**src/rtl/cursor_move_pacer.sv**
```systemverilog
// cursor_move_pacer: synchronises, debounces and edge-masks the direction keys,
// then paces them into single-cycle move strobes with a press/delay/repeat cadence.
module cursor_move_pacer #(
  parameter int DEBOUNCE_CYCLES = 500000,
  parameter int REPEAT_DELAY    = 25000000,
  parameter int REPEAT_PERIOD   = 5000000,
  parameter int X_MAX           = 159,
  parameter int Y_MAX           = 119
) (
  input  logic       clock,
  input  logic       resetn,
  input  logic [3:0] keys_n,
  input  logic [7:0] curX,
  input  logic [6:0] curY,
  output logic [3:0] directions,
  output logic       enMove
);

  localparam int              DW          = (DEBOUNCE_CYCLES > 1) ? $clog2(DEBOUNCE_CYCLES) : 1;
  localparam logic [DW-1:0]   DLAST       = DW'(DEBOUNCE_CYCLES - 1);
  localparam logic [24:0]     DELAY_LOAD  = 25'(REPEAT_DELAY - 1);
  localparam logic [24:0]     PERIOD_LOAD = 25'(REPEAT_PERIOD - 1);
  localparam logic [7:0]      XLIM        = 8'(X_MAX);
  localparam logic [6:0]      YLIM        = 7'(Y_MAX);

  typedef enum logic [1:0] {IDLE, DELAY, REPEAT} state_t;

  state_t        state;
  logic [3:0]    sync1, sync2;
  logic [3:0]    cand, stable, eff;
  logic [DW-1:0] dcnt;
  logic          chg;
  logic [24:0]   timer;

  always_ff @(posedge clock) begin
    if (!resetn) begin
      sync1 <= 4'b0000;
      sync2 <= 4'b0000;
    end else begin
      sync1 <= ~keys_n;
      sync2 <= sync1;
    end
  end

  // A vector is accepted only after it has been seen unchanged for DEBOUNCE_CYCLES samples.
  always_ff @(posedge clock) begin
    if (!resetn) begin
      cand   <= 4'b0000;
      dcnt   <= '0;
      stable <= 4'b0000;
      chg    <= 1'b0;
    end else begin
      chg <= 1'b0;
      if (sync2 != cand) begin
        cand <= sync2;
        dcnt <= '0;
      end else if (dcnt != DLAST) begin
        dcnt <= dcnt + 1'b1;
      end
      if (dcnt == DLAST && stable != cand) begin
        stable <= cand;
        chg    <= 1'b1;
      end
    end
  end

  always_comb begin
    eff = stable;
    if (stable[3] && stable[1]) begin
      eff[3] = 1'b0;
      eff[1] = 1'b0;
    end
    if (stable[2] && stable[0]) begin
      eff[2] = 1'b0;
      eff[0] = 1'b0;
    end
    if (curX == 8'd0)  eff[3] = 1'b0;
    if (curX >= XLIM)  eff[1] = 1'b0;
    if (curY == 7'd0)  eff[2] = 1'b0;
    if (curY >= YLIM)  eff[0] = 1'b0;
  end

  // A key-set change restarts the long delay so a new combination feels like a fresh press.
  always_ff @(posedge clock) begin
    if (!resetn) begin
      state      <= IDLE;
      timer      <= '0;
      enMove     <= 1'b0;
      directions <= 4'b0000;
    end else begin
      enMove <= 1'b0;
      case (state)
        IDLE: begin
          if (eff != 4'b0000) begin
            enMove     <= 1'b1;
            directions <= eff;
            timer      <= DELAY_LOAD;
            state      <= DELAY;
          end
        end
        DELAY: begin
          if (eff == 4'b0000) begin
            directions <= 4'b0000;
            state      <= IDLE;
          end else if (chg) begin
            enMove     <= 1'b1;
            directions <= eff;
            timer      <= DELAY_LOAD;
          end else if (timer == 25'd0) begin
            enMove     <= 1'b1;
            directions <= eff;
            timer      <= PERIOD_LOAD;
            state      <= REPEAT;
          end else begin
            timer <= timer - 1'b1;
          end
        end
        REPEAT: begin
          if (eff == 4'b0000) begin
            directions <= 4'b0000;
            state      <= IDLE;
          end else if (chg) begin
            enMove     <= 1'b1;
            directions <= eff;
            timer      <= DELAY_LOAD;
            state      <= DELAY;
          end else if (timer == 25'd0) begin
            enMove     <= 1'b1;
            directions <= eff;
            timer      <= PERIOD_LOAD;
          end else begin
            timer <= timer - 1'b1;
          end
        end
        default: state <= IDLE;
      endcase
    end
  end

endmodule

```
**config.mk**
```make
export PLATFORM = sky130hd
export DESIGN_NAME = cursor_move_pacer
export DESIGN_NICKNAME = d
export VERILOG_FILES = /design/src/rtl/cursor_move_pacer.sv
export SDC_FILE = /design/constraint.sdc
export NUM_CORES = 1
export LEC_CHECK = 0
export CAP_MARGIN = 10
export CORE_MARGIN = 4
export CORE_UTILIZATION = 40
export CTS_BUF_LIST = sky130_fd_sc_hd__clkbuf_8
export DETAILED_ROUTE_END_ITERATION = 8
export GPL_TIMING_DRIVEN = 1
export SYNTH_ARGS = -nofsm -noshare
export SYNTH_HDL_FRONTEND = slang
export SYNTH_SLANG_ARGS = --single-unit
```
**constraint.sdc**
```tcl
create_clock -name clock -period 2.4 [get_ports clock]
set_input_delay 0.6 -clock clock [delete_from_list [all_inputs] [get_ports clock]]
set_output_delay 0.6 -clock clock [all_outputs]
set_load 0.02 [all_outputs]
```
* Word-level counts from Yosys, hierarchy flattened *
Cells that the tools add are included.

word-level totals
  flip-flop bits (word level) = 68
  input bits = 21
  output and inout port bits = 5
  word-level logic and storage cells = 74

cells by class
  add/subtract/negate cells = 2
  $lt $le $gt $ge = 2
  equality and inequality tests = 12
  mux-type cells = 31
  bitwise gates (word level) = 2
  reduce and logical (&&, ||, !) cells = 15

operator list
  kind                   count
  $mux 25                4
  $pmux 25 s2            1
  $logic_not 25->1       1
  $sub 25x1->25 const B  1
  $add 19x1->19 const B  1
  $eq 19x19->1 const B   1
  $ne 19x19->1 const B   1
  $mux 4                 4
  $mux 1                 13
  $mux 2                 6
  $ne 3x3->1 const B     3
  $ge 8x8->1 const B     1
  $logic_not 8->1        1
  $ne 4x4->1             2
  $pmux 4 s2             1
  $ge 7x7->1 const B     1
  $logic_not 7->1        1
  $pmux 2 s3             1
  $reduce_and 3->1       2
  $logic_not 4->1        1
  $ne 2x2->1 const B     2
  $ne 4x1->1 const B     1
  $not 4->4              1
  $reduce_and 4->1       1
  other kinds (9)        12

* Logic depth before layout (Yosys ltp) *
  depth after elaboration = 7
  mapped depth = 9
  mapped depth without buffers = 7

* Worst setup path after synthesis *
OpenSTA, ideal clock, no wires.

  path type = input to register
  from = input curY[3]
  to = register timer[13]
  setup time = 132 ps
  data arrival time = 2327 ps
  data required time = 2268 ps
  setup slack = -59 ps
  cell stages on the path = 7
  cell sequence = nor4_1 -> a21oi_1 -> or4_1 -> clkbuf_1 -> o21ai_2 -> buf_2 -> o32ai_1

on the way
  word-level cells in the longest chain between the ends = 5
  elaborated cells on any way between the ends = 9
  classes of those cells = order compare (1); eq/ne (2); mux (2); reduce/logical (4)

ends and longest elaborated chain
  element                                               RTL line      text
  start: declaration                                    14            input logic [6:0] curY,
  $ge 7x7->1 or $logic_not 7->1 (tied branches)         80, 79
  $mux 1, on equally long branches                      80, 79
  $logic_not 4->1 or $reduce_bool 4->1 (tied branches)  102, 119, 94
  $ne 2x2->1 (no line)                                  n/a
  $reduce_and 3->1 (no line) *                          n/a
  end signal: assignment                                115           timer <= timer - 1'b1;
  end signal: assignment                                132           timer <= timer - 1'b1;
  end: declaration                                      33            logic [24:0] timer;

Every way passes the cells marked *; elsewhere a longest branch is shown, timed or not.
A chain may end at the register's enable or synchronous reset.

* Worst setup path after layout *
  from = input curY[3]
  to = register timer[18]

Same word-level chain as after synthesis.

==> impl_metrics.ini <==
[timing]
whs_ns = 0.438
setup_ws_ns = 0.0770
relSlewSlack_pct = 61.3
fin_crit_ns = 2.32
max_freq_mhz = 430
tightest_slew_ns = 0.580
fin_worst_skew_ns = 0.00988
finalMaxSlewViolations = 0
finalHoldViolCount = 0
rsz0062_at_grt = no
setup_viol = 0
finalCritPeriodShare_pct = 96.8

[min_path]
hold_class = reg2reg

[cts]
cts_tree = yes
cts_setup_buffers = 0
clk_pin_slew_ns = 0.08
htreeDepth = 3
postCtsHoldBufs = 0
cts_root_buf = clkbuf_8
clock_sinks = 68
clkLatencyLatePin_ns = 0.35
clk_path_buf_depth = 2
numCtsBuffers = 9

[floorplanning]
die_h_um = 102
core_area_sq_um = 8680
ioPinCount = 26
start_util_pct = 41.0
dieWidth_um = 102
fp.dieArea_sq_um = 10500
rows = 34

[yosys]
synth-seq-area-share_pct = 38.3
ys_ff_latch = 68
ys_warn_count = 0
synthCells = 423
synth_top_cells_by_count = dfxtp_1 (68), nor2_1 (36), nand2_1 (29)
synthesis.nets = 450
synth_top_family_by_area = simple AND/OR/NAND/NOR gates
synthMuxAreaShare_pct = 2.25
synth_area_leader_cell = dfxtp_1
synth_compound_area_share_pct = 20.7
synthSimpleGateAreaFrac_pct = 27.2
synth_xor_area_share_pct = 4.68
ys_types = 63
synth_area_sq_um = 3550
syn_avg_cell_area_sq_um = 8.40
synth_most_common_cell = dfxtp_1
synth_edf_count = 0
synthTopCellsByArea = dfxtp_1 (38%), nor2_1 (3.8%), a21oi_1 (3.5%), xor2_1 (3.2%), nor3_1 (3.1%)
synth_top_area_share_pct = 38.3
synth_ff_type = dfxtp_1
async_flop_share_pct = 0
synthAdderAreaFrac_pct = 2.11

[critical_path]
crit_fanout = 6
critPathArrivalTime_ns = 2.56
cp.required_ns = 2.63
cp-end-kind = flop
cp-start-kind = input pin
crit_type = in2reg

[global_route]
grt.met3_usage_pct = 4.64
grt_util_all_layers_pct = 19.1
grt_max_degree = 21
grt_pass1_wl_um = 15700
grt_use_met2_pct = 31.2
met1_usage_pct = 24.5
grt-busiest-layer = met2
antenna_found_initial = 0
grt_pass1_vias = 3340
grt-ovfl-total = 0

[place]
dp_cells = 570
dpl_cell_area_sq_um = 4170
dp_slack_ns = -0.440
hpwl_um = 6670
routabilityCongestion = 0.898
io_buffers = 25

[detailed_routing]
wl_per_cell_um = 15.9
viasPerCell = 5.78
drtIter0Drc = 196
drt_first_pass_iters = 4
ant_nets = 0
drc = 0
wirelength_um = 9290
dr_total_vias = 3388

[layout]
diodes = 0
finalNonFillerCells = 586
drive_gt1_share_pct = 15.9
layout.nets = 500
post-route-cell-area_sq_um = 4420
fillers = 829
area_growth_pct = 24.3

[power]
swShare_pct = 24.0
pwr-share-clk_pct = 43.3
p_total_mw = 2.20
pwr-share-seq_pct = 52.0
p_sw_uw = 528
static-leakage-power_nw = 1.66
pwr-share-comb_pct = 4.7
p_per_area_nw_per_um2 = 499
vdd_drop_max_mv = 0.320
p_int_mw = 1.68

[status]
status = completed

[run]
maxCapViolations = 0
cell usage in the layout, fill, tap and decap left out, types with 3 or more instances in the layout:
| cell | instances |
|---|---|
| nand3_1 | 20 |
| and4_1 | 3 |
| o21ai_1 | 5 |
| o21ai_0 | 9 |
| or3_1 | 11 |
| buf_4 | 34 |
| nor4_1 | 10 |
| buf_12 | 3 |
| clkbuf_8 | 9 |
| nand2b_1 | 3 |
| xnor2_1 | 6 |
| inv_1 | 15 |
| nor4_2 | 3 |
| nor4b_1 | 4 |
| dfxtp_1 | 67 |
| o221a_1 | 3 |
| mux2i_1 | 7 |
| or4_4 | 5 |
| nand2_1 | 29 |
| a211oi_1 | 13 |
| a21oi_1 | 24 |
| nand4_1 | 10 |
| clkdlybuf4s50_1 | 25 |
| xor2_1 | 13 |
| nor2_1 | 36 |
| o32ai_1 | 5 |
| nor3_1 | 22 |
| and2_1 | 9 |
| a31oi_1 | 8 |
| or4_1 | 3 |
| ha_1 | 6 |
| o31ai_1 | 4 |
state kept, by name (all words and copies together), names as in the netlist:
name,count
sync1,4
enMove,1
directions,4
state,2
chg,1
timer,25
dcnt,19
sync2,4
stable,4
cand,4
through the flow:
stage	utilization [%]	setup TNS, ns
detailed placement	48.1	-11.70
CTS	50.5	0
floorplan	-	0
finish	50.9	0
global placement	48.1	-8.88
global route	50.9	0
cells by family after synthesis:
| logic type | after synthesis |
|---|---|
| flops | 68 |
| mux | 8 |
| xor+xnor | 19 |
| compound gates | 102 |
| buf+inv | 40 |
| simple gates | 180 |
| fa+ha+maj | 6 |
worst paths after layout:
kind                                              from                endpoint  slack [ns]  depth (start not counted)
worst max-delay path                           curY[3]  timer[18]$_SDFFE_PN0P_        0.08                          6
worst min-delay path               sync1[2]$_SDFF_PN0_     sync2[2]$_SDFF_PN0_        0.44                          1
worst max register to register  timer[22]$_SDFFE_PN0P_   timer[4]$_SDFFE_PN0P_        0.09                          5
worst min register to register     sync1[2]$_SDFF_PN0_     sync2[2]$_SDFF_PN0_        0.44                          1
critical path, stage by stage:
cell	delay, ns
clkdlybuf4s50_1	0.44
nor4_2	0.27
a21oi_1	0.12
or4_4	0.61
o221a_1	0.27
o221a_1	0.23
per-layer routing:
layer  part of all wire [%]  vias to the layer above  wire (um)
met5                      0                        -          0
met4                    1.4                        0        126
met3                    5.3                       13        492
met2                     48                       69       4480
met1                     45                     1617       4190
li1                       -                     1689          -
power by group through the flow:
stage          clock network, mW  logic (mW)  registers (mW)
3_5_place_dp                   0       0.103            1.17
3_3_place_gp                   0       0.101            1.17
4_1_cts                    0.983       0.104            1.15
5_1_grt                     1.03       0.114            1.15
6_report                   0.955       0.103            1.15
2_1_floorplan                  0      0.0454            1.17
timing repair:
item,4_1_cts,5_1_grt
hold endpoints to repair,0,0
resized for setup,2,8
pin swaps,0,4
endpoints found under the setup margin,25,24
cell type report:
| cell class | instances | area, sq um | area share, % |
|---|---|---|---|
| tap | 108 | 135 | 3.06 |
| multi-input combinational | 315 | 2080 | 47.1 |
| timing repair buffer | 63 | 577 | 13.1 |
| clock buffer | 9 | 124 | 2.80 |
| sequential | 68 | 1360 | 30.8 |
| inverter | 16 | 60.1 | 1.36 |
| clock inverter | 7 | 76.3 | 1.73 |
(Power assumes the default switching activity.)
